**src/rtl/pwm_pkg.sv**
```systemverilog
// Shared types and constants for the PWM measurement controller.
package pwm_pkg;

  typedef enum logic [2:0] {
    ST_IDLE,
    ST_SELECT,
    ST_WAIT_RISE,
    ST_MEAS_HIGH,
    ST_MEAS_LOW,
    ST_PUBLISH
  } pwm_state_t;

  // Extra accumulator bits: room for up to 128 summed periods.
  localparam int unsigned ACC_GROW = 7;

  // Period counter width; must hold 2^7 = 128.
  localparam int unsigned PER_W = 8;

endpackage

```
**src/rtl/pwm_edge_sync.sv**
```systemverilog
// Two-flop synchroniser plus one delay stage for single-cycle edge pulses.
module pwm_edge_sync (
  input  logic pwd_clk,
  input  logic sysreset,
  input  logic sig_async,
  output logic level,
  output logic rise,
  output logic fall
);

  logic sync1;
  logic sync2;
  logic dly;

  // Synchronise the asynchronous input and keep one older sample.
  always_ff @(posedge pwd_clk or negedge sysreset) begin
    if (!sysreset) begin
      sync1 <= 1'b0;
      sync2 <= 1'b0;
      dly   <= 1'b0;
    end else begin
      sync1 <= sig_async;
      sync2 <= sync1;
      dly   <= sync2;
    end
  end

  assign level = sync2;
  assign rise  = sync2 & ~dly;
  assign fall  = ~sync2 & dly;

endmodule

```
**src/rtl/pwm_measure_ctrl.sv**
```systemverilog
// Round-robin PWM high/low period measurement over several sensor channels.
module pwm_measure_ctrl
  import pwm_pkg::*;
#(
  parameter int unsigned NUM_CH      = 4,
  parameter int unsigned CNT_W       = 32,
  parameter int unsigned TIMEOUT_CYC = 1000000
) (
  input  logic                       pwd_clk,
  input  logic                       sysreset,
  input  logic [NUM_CH-1:0]          sensor_in,
  input  logic                       enable,
  input  logic [NUM_CH-1:0]          ch_mask,
  input  logic [2:0]                 avg_log2,
  output logic                       result_valid,
  input  logic                       result_ready,
  output logic [$clog2(NUM_CH)-1:0]  result_ch,
  output logic [CNT_W-1:0]           result_high,
  output logic [CNT_W-1:0]           result_low,
  output logic                       result_timeout,
  output logic                       busy,
  output logic [$clog2(NUM_CH)-1:0]  cur_ch
);

  localparam int unsigned CH_W  = $clog2(NUM_CH);
  localparam int unsigned CHX_W = CH_W + 1;
  localparam int unsigned ACC_W = CNT_W + ACC_GROW;
  localparam int unsigned TO_W  = $clog2(TIMEOUT_CYC + 1);

  pwm_state_t state, state_nxt;

  logic [NUM_CH-1:0] s_level, s_rise, s_fall;
  logic [CH_W-1:0]   rr_ptr, sel_ch, ch_after;
  logic [CHX_W-1:0]  idx_w;
  logic              sel_found;
  logic [2:0]        avg_lat;
  logic [CNT_W-1:0]  high_cnt, low_cnt;
  logic [ACC_W-1:0]  acc_high, acc_low, sum_high, sum_low;
  logic [PER_W-1:0]  period_cnt, period_nxt;
  logic [TO_W-1:0]   to_cnt;
  logic              lvl, rise, fall, to_hit, last_period;
  logic              pub_go, pub_to;

  for (genvar g = 0; g < NUM_CH; g++) begin : g_sync
    pwm_edge_sync u_sync (
      .pwd_clk   (pwd_clk),
      .sysreset  (sysreset),
      .sig_async (sensor_in[g]),
      .level     (s_level[g]),
      .rise      (s_rise[g]),
      .fall      (s_fall[g])
    );
  end

  assign lvl         = s_level[cur_ch];
  assign rise        = s_rise[cur_ch];
  assign fall        = s_fall[cur_ch];
  assign to_hit      = (to_cnt == TO_W'(TIMEOUT_CYC - 1));
  assign period_nxt  = period_cnt + 1'b1;
  assign last_period = (period_nxt == (PER_W'(1) << avg_lat));
  assign sum_high    = acc_high + ACC_W'(high_cnt);
  assign sum_low     = acc_low + ACC_W'(low_cnt);
  assign ch_after    = (cur_ch == CH_W'(NUM_CH - 1)) ? '0 : cur_ch + 1'b1;

  // Pick the first eligible channel at or after the round-robin pointer.
  always_comb begin
    sel_ch    = '0;
    sel_found = 1'b0;
    idx_w     = '0;
    for (int unsigned i = 0; i < NUM_CH; i++) begin
      idx_w = {1'b0, rr_ptr} + CHX_W'(i);
      if (idx_w >= CHX_W'(NUM_CH)) idx_w = idx_w - CHX_W'(NUM_CH);
      if (!sel_found && ch_mask[idx_w[CH_W-1:0]]) begin
        sel_found = 1'b1;
        sel_ch    = idx_w[CH_W-1:0];
      end
    end
  end

  // State register.
  always_ff @(posedge pwd_clk or negedge sysreset) begin
    if (!sysreset) state <= ST_IDLE;
    else           state <= state_nxt;
  end

  // Next-state decode, status outputs and publish requests.
  always_comb begin
    state_nxt    = state;
    pub_go       = 1'b0;
    pub_to       = 1'b0;
    busy         = (state != ST_IDLE);
    result_valid = (state == ST_PUBLISH);
    case (state)
      ST_IDLE:   if (enable && (|ch_mask)) state_nxt = ST_SELECT;
      ST_SELECT: state_nxt = sel_found ? ST_WAIT_RISE : ST_IDLE;
      ST_WAIT_RISE: begin
        if (!enable)     state_nxt = ST_IDLE;
        else if (rise)   state_nxt = ST_MEAS_HIGH;
        else if (to_hit) begin state_nxt = ST_PUBLISH; pub_go = 1'b1; pub_to = 1'b1; end
      end
      ST_MEAS_HIGH: begin
        if (!enable)     state_nxt = ST_IDLE;
        else if (fall)   state_nxt = ST_MEAS_LOW;
        else if (to_hit) begin state_nxt = ST_PUBLISH; pub_go = 1'b1; pub_to = 1'b1; end
      end
      ST_MEAS_LOW: begin
        if (!enable) state_nxt = ST_IDLE;
        else if (rise) begin
          if (last_period) begin state_nxt = ST_PUBLISH; pub_go = 1'b1; end
          else             state_nxt = ST_MEAS_HIGH;
        end else if (to_hit) begin state_nxt = ST_PUBLISH; pub_go = 1'b1; pub_to = 1'b1; end
      end
      ST_PUBLISH: begin
        if (result_ready) state_nxt = (enable && (|ch_mask)) ? ST_SELECT : ST_IDLE;
      end
      default: state_nxt = ST_IDLE;
    endcase
  end

  // Measurement datapath; results are captured on the terminating edge or timeout.
  always_ff @(posedge pwd_clk or negedge sysreset) begin
    if (!sysreset) begin
      cur_ch         <= '0;
      rr_ptr         <= '0;
      avg_lat        <= '0;
      high_cnt       <= '0;
      low_cnt        <= '0;
      acc_high       <= '0;
      acc_low        <= '0;
      period_cnt     <= '0;
      to_cnt         <= '0;
      result_ch      <= '0;
      result_high    <= '0;
      result_low     <= '0;
      result_timeout <= 1'b0;
    end else begin
      case (state)
        ST_SELECT: begin
          cur_ch     <= sel_ch;
          avg_lat    <= avg_log2;
          acc_high   <= '0;
          acc_low    <= '0;
          period_cnt <= '0;
          high_cnt   <= '0;
          low_cnt    <= '0;
          to_cnt     <= '0;
        end
        ST_WAIT_RISE: if (enable) begin
          if (rise) begin
            high_cnt <= CNT_W'(1);
            to_cnt   <= '0;
          end else begin
            to_cnt <= to_cnt + 1'b1;
          end
        end
        ST_MEAS_HIGH: if (enable) begin
          if (fall) begin
            low_cnt <= CNT_W'(1);
            to_cnt  <= '0;
          end else begin
            if (lvl && (high_cnt != '1)) high_cnt <= high_cnt + 1'b1;
            to_cnt <= to_cnt + 1'b1;
          end
        end
        ST_MEAS_LOW: if (enable) begin
          if (rise) begin
            acc_high   <= sum_high;
            acc_low    <= sum_low;
            period_cnt <= period_nxt;
            high_cnt   <= CNT_W'(1);
            to_cnt     <= '0;
          end else begin
            if (!lvl && (low_cnt != '1)) low_cnt <= low_cnt + 1'b1;
            to_cnt <= to_cnt + 1'b1;
          end
        end
        default: ;
      endcase

      // Publish decision comes from the FSM decode so both processes agree on the edge.
      if (pub_go) begin
        result_ch      <= cur_ch;
        result_timeout <= pub_to;
        result_high    <= pub_to ? '0 : CNT_W'(sum_high >> avg_lat);
        result_low     <= pub_to ? '0 : CNT_W'(sum_low >> avg_lat);
        rr_ptr         <= ch_after;
      end
    end
  end

endmodule
```
**config.mk**
```make
export PLATFORM = sky130hd
export DESIGN_NAME = pwm_measure_ctrl
export DESIGN_NICKNAME = d
export VERILOG_FILES = /design/src/rtl/pwm_pkg.sv /design/src/rtl/pwm_edge_sync.sv /design/src/rtl/pwm_measure_ctrl.sv
export SDC_FILE = /design/constraint.sdc
export NUM_CORES = 1
export LEC_CHECK = 0
export ABC_CLOCK_PERIOD_IN_PS = 6740
export CAP_MARGIN = 0
export CORE_UTILIZATION = 25
export CTS_BUF_LIST = sky130_fd_sc_hd__clkbuf_4
export DETAILED_ROUTE_END_ITERATION = 10
export SYNTH_ARGS = -nofsm -noshare
export SYNTH_HDL_FRONTEND = slang
export SYNTH_SLANG_ARGS = --single-unit
export TNS_END_PERCENT = 30
```
**constraint.sdc**
```tcl
create_clock -name pwd_clk -period 6.74 [get_ports pwd_clk]
set_input_delay 1.348 -clock pwd_clk [delete_from_list [all_inputs] [get_ports pwd_clk]]
set_output_delay 1.348 -clock pwd_clk [all_outputs]
set_load 0.02 [all_outputs]
```
======== Word-level counts from Yosys, hierarchy flattened ========
Cells that the tools add are included.
cells by class
  shifts and indexed selects .............. 3
  multiplexer cells ....................... 78
  add/sub/neg operators ................... 14
  eq/ne operators ......................... 22
  bitwise gates (word level) .............. 16
  reduce and logical (&&, ||, !) cells .... 22
  magnitude comparators ................... 9
operators by type and width
  kind                   number
  $mux 32                12
  $pmux 32 s3            2
  $mux 39                4
  $pmux 39 s2            2
  $mux 20                4
  $add 39x32->39         2
  $shr 39x3->32          2
  $add 32x1->32 const B  2
  $ne 32x32->1 const B   2
  $pmux 20 s3            1
  $mux 3                 10
  $add 20x1->20 const B  1
  $eq 20x20->1 const B   1
  $mux 1                 20
  $mux 2                 10
  $ne 2x2->1 const B     9
  $pmux 3 s6             1
  $mux 8                 2
  $pmux 8 s2             1
  $lt 2x3->1 const B     5
  $bmux 1 s2             7
  $reduce_and 6->1       2
  $ge 3x3->1 const B     3
  $reduce_bool 3->1      3
  other kinds (25)       56
storage, ports and cells
  register bits after elaboration ......... 259
  output and inout bits ................... 71

======== Logic depth before layout (Yosys ltp) ========
  depth in word-level cells ............... 16
  depth in mapped cells ................... 14

======== Cells and area by module ========
A second synthesis with hierarchy kept.
second synthesis, totals
  cells, all modules ...................... 1947
  area, all modules ....................... 17244.0 um2
by module, submodules not included
  module            times used  sequential area each (um2)  area each (um2)  cells an instance
  pwm_measure_ctrl  1           6180.9                      16883.7          1927
  pwm_edge_sync     4           75.1                        90.1             5

======== Worst setup path before layout ========
No wires, ideal clock.
  path type ............................... register -> register
  start ................................... register low_cnt[0]
  end ..................................... register result_low[26]
  path buffers ............................ 0
  stages on the path, launching flop included .. 14
  slack ................................... 3.357 ns
  required time ........................... 6.616 ns
  arrival time ............................ 3.259 ns
  cell sequence ........................... dfrtp_1 ha_1 fa_1 a21o_1 a221oi_2 o41a_1 o21ai_0 o31ai_1 xor2_1 nor2_1 a21o_1 a21oi_2 nor3_1 a211o_1
on the way
  word-level cells in the longest chain between the ends .. 3
ends and longest elaborated chain
  element                 RTL line                 RTL
  from (decl)             pwm_measure_ctrl.sv:37   logic [CNT_W-1:0] high_cnt, low_cnt;
  from (signal assigned)  pwm_measure_ctrl.sv:173  if (!lvl && (low_cnt != '1)) low_cnt <= low_cnt + 1'b1;
  $add 39x32->39          pwm_measure_ctrl.sv:62   assign sum_low = acc_low + ACC_W'(low_cnt);
  $shr 39x3->32           pwm_measure_ctrl.sv:185  result_low <= pub_to ? '0 : CNT_W'(sum_low >> avg_lat);
  $mux 32                 pwm_measure_ctrl.sv:185
  to (signal assigned)    pwm_measure_ctrl.sv:185
  to (decl)               pwm_measure_ctrl.sv:19   output logic [CNT_W-1:0] result_low,
Every way passes these cells.
A chain may end at the register's enable or synchronous reset.

======== Worst setup path in the final report ========
  start ................................... register avg_lat[0]
  end ..................................... register result_low[20]
on the way
  word-level cells in the longest chain between the ends .. 6
  elaborated cells between the ends (all ways) .. 8
ends and longest elaborated chain
  element                 RTL line                 RTL
  from (decl)             pwm_measure_ctrl.sv:36   logic [2:0] avg_lat;
  from (signal assigned)  pwm_measure_ctrl.sv:140  avg_lat <= avg_log2;
  $shl 1x3->8             pwm_measure_ctrl.sv:60   assign last_period = (period_nxt == (PER_W'(1) << avg_lat));
  $eq 8x8->1              pwm_measure_ctrl.sv:60
  $mux 1                  pwm_measure_ctrl.sv:109  if (last_period) begin state_nxt = ST_PUBLISH; pub_go = 1'b1; end
  $mux 1                  pwm_measure_ctrl.sv:108  else if (rise) begin
  $mux 1                  pwm_measure_ctrl.sv:107  if (!enable) state_nxt = ST_IDLE;
  $pmux 1 s3              pwm_measure_ctrl.sv:93   case (state)
Parallel ways exist; a longest one is shown, timed or not.

==> key figures <==
Clock tree
  – Reg clk slew, reported paths: about 0.06 ns
  – Total setup buffers inserted after CTS: 0
  – Number of H-tree levels: 3
  – TritonCTS clock tree: done
  – Post-CTS sizing: 0
  – Cts bufs inserted: 74
  – Clock Latency Late Sink: 0.82 ns
  – Cts hold-fix bufs: 0
  – Clock buffer depth: 3
  – Clock sinks: 259
  – Root Driver: clkbuf_4

Timing
  – Tcrit/Tclk final: 0.6683
  – Setup_tns: 0 ns
  – RSZ-0062 raised after global routing: no
  – Slew margin rel.: 0.1631
  – Final hold vios: 0
  – Slew @ Worst Pin: ~1.3 ns
  – Fmax achieved: around 220 MHz
  – Min Tclk post-route: around 4.5 ns
  – Setup violations, final: 0
  – Fin. max-slew vios: 0
  – Post-Route Skew: 0.08448 ns

Worst setup path
  – Reg2Reg Capture Point: result_low[20]$_DFFE_PN0P_
  – Worst Path Buf+Inv: 1
  – Crit-path cells: inv_2 > nor2_1 > nand2_1 > xor2_1 > o2111ai_1 > nor3_2 > nand2_1 > o32ai_1 > a21o_1
  – Worst path most repeated cell: nand2_1
  – Worst-case reg-to-reg path depth: 9
  – R2R Setup Slk: around 2.2 ns
  – Worst path top cell family by delay: simple AND/OR/NAND/NOR gates
  – Worst r2r src: avg_lat[0]$_DFFE_PN0N_
  – CP max stage cell: dfrtp_2
  – Max FO, Critical Path: 35
  – Crit Path Category: reg -> reg
  – Worst Setup SP: avg_lat[0]$_DFFE_PN0N_
  – Worst setup EP type: flop
  – Crit-path max cell delay: between 0.8 and 0.9 ns
  – CP arrival: approximately 5.2 ns
  – CP Launch Type: flop
  – Cell count along the critical path: 9
  – Req. time, crit path: roughly 7.5 ns

Flow run
  – Max Cap Viol: 0

Global routing
  – Global route hottest layer: met2
  – Met3 usage: 0.03045
  – Largest net degree at the start of global routing: 147
  – Global-route wire length before repair: 87.75 mm
  – Met1 Usage GRT: 0.2209
  – Vias in the first global route: between 10000 and 15000
  – Routing usage on met2: 0.2456
  – Global route total overflow: 0
  – GRT Util Overall: 0.1576
  – Initial antenna violation count: 1

Yosys
  – Ys Warns: 0
  – Most used flip-flop cell after synthesis: dfrtp_1
  – Synth Cell Area: roughly 0.017 mm²
  – Syn avg cell area: roughly 9 µm²
  – Distinct cells, synth: 94
  – Synth Instances: around 2000
  – Yosys reg bits: between 200 and 300
  – Async S/R FF share, synth: 1.000
  – Seq/Total Area, Yosys: 0.3705
  – EDFF count, synth: 0
  – Syn_nets: approximately 2100

Pwr
  – Worst VDD drop: between 0.1 and 0.15 mV
  – Total power: 4.614 mW
  – Power density cells: between 200 and 250 mW/mm²
  – P_leak: 8.926 nW

Hold path
  – Hold Crit Class: reg -> reg
  – Hold wc startpoint: g_sync[1].u_sync.sync1$_DFF_PN0_
  – Min-Delay Path Depth: 0
  – Endpoint, Worst Hold: g_sync[1].u_sync.level$_DFF_PN0_

Run status
  – Outcome: completed

Drt
  – DRC Markers: 0
  – Routed WL: between 50 and 60 mm
  – Via-per-instance ratio: between 5 and 6
  – Via count: 15764
  – Drt first-iter violations: between 1000 and 1500
  – Post-route ant nets: 0
  – Detailed-route wire length per cell: between 15 and 20 µm
  – Initial DRT Pass Iterations: 5

Finish
  – Fin nets: roughly 2100
  – Synth-to-layout area growth: 14.89%
  – Share of cells above drive strength 1: 0.09693

Place
  – Port buffer count: 85
  – Gpl congestion: 0.9160
  – DP HPWL: around 40 mm

Die
  – Core area: between 0.06 and 0.07 mm²
  – Top Ports: between 80 and 90
  – Cell row count: 96
  – Die Wd: 266.5 µm
  – Die height: around 270 µm
  – Initial core utilization: 0.2537
  – Die Area: roughly 0.071 mm²
flip-flops by register name, summed over array words and instances, names as in the netlist, 4 cells and up:
| name | count |
|---|---|
| acc_high | 39 |
| acc_low | 39 |
| g_sync.u_sync.dly | 4 |
| g_sync.u_sync.level | 4 |
| g_sync.u_sync.sync1 | 4 |
| high_cnt | 32 |
| low_cnt | 32 |
| period_cnt | 8 |
| result_high | 32 |
| result_low | 32 |
| to_cnt | 20 |
cell type report:
type                    instances  area (µm²)
clock buffers                 100       750.7
well taps                     931        1165
flip-flops and latches        259        6485
multi-input cells            1593       10390
repair buffers                102       996.0
fillers                      7488       48850
diodes                          4       10.01
clock inverters                28       176.4
inverters                      33       123.9
worst max path at each step:
stage                                       to
finish              result_low[20]$_DFFE_PN0P_
detailed placement  result_low[20]$_DFFE_PN0P_
CTS                 result_low[20]$_DFFE_PN0P_
global route        result_low[27]$_DFFE_PN0P_
global placement    result_low[27]$_DFFE_PN0P_
floorplan           result_low[26]$_DFFE_PN0P_
per-stage QoR:
stage | worst slack [ns] | hold WS (ns) | cells | area, µm² | util
6_report | 2.236 | 0.3396 | 3050 | 20100 | 0.2915
5_1_grt | 1.986 | 0.3547 | 3050 | 20100 | 0.2915
4_1_cts | 2.303 | 0.3462 | 3046 | 20090 | 0.2913
3_5_place_dp | 1.958 | 0.3364 | 2918 | 19160 | 0.2779
3_3_place_gp | 2.024 | 0.3313 | 2918 | 19160 | 0.2779
2_1_floorplan | 3.357 | 0.3312 | 1998 | 17490 | -
cell families after synthesis:
group,share of synthesized area
simple gates,0.1866
compound gates,0.2308
flops,0.3705
buf+inv,0.03805
xor+xnor,0.06960
mux,0.05272
fa+ha+maj,0.05165
metal layers:
metal  routed length [µm]  vias to the layer above
met4                 1050                        0
met5                    0                        -
met3                 3835                       73
met2                25420                      531
met1                25780                     7685
li1                     -                     7475
cell usage in the layout (no fill, tap or decap), types with 31 or more instances in the layout:
cell type,instances
ha_1,69
nor2_1,174
a211oi_1,31
dfrtp_1,256
o21ai_0,145
a22o_1,55
clkbuf_4,100
a21o_1,52
mux2i_1,55
xnor2_1,60
nand3_1,53
nand4_1,36
a21oi_1,136
xor2_1,79
nand2_1,253
clkdlybuf4s50_1,84
synthesized netlist by cell type, types with 28 or more instances:
master,number,area (µm²)
o21ai_0,146,730.7
a211oi_1,31,232.7
a22o_1,55,481.7
nor2_1,174,653.1
and3_1,28,175.2
a21oi_1,136,680.7
nand2_1,253,949.7
ha_1,69,863.3
inv_1,30,112.6
nand3_1,53,265.3
xor2_1,79,691.9
a21o_1,52,390.4
clkbuf_1,80,300.3
nand4_1,36,225.2
dfrtp_1,259,6481
xnor2_1,60,525.5
mux2i_1,55,550.5
power by group:
group / total (mW) / internal [mW] / leakage (nW) / switching (mW)
Clock: 1.52 / 0.770 / 0.549 / 0.745
Combinational: 1.37 / 0.435 / 4.81 / 0.934
Sequential: 1.73 / 1.59 / 3.57 / 0.139
Note: power is estimated with default switching activity, not from simulation.
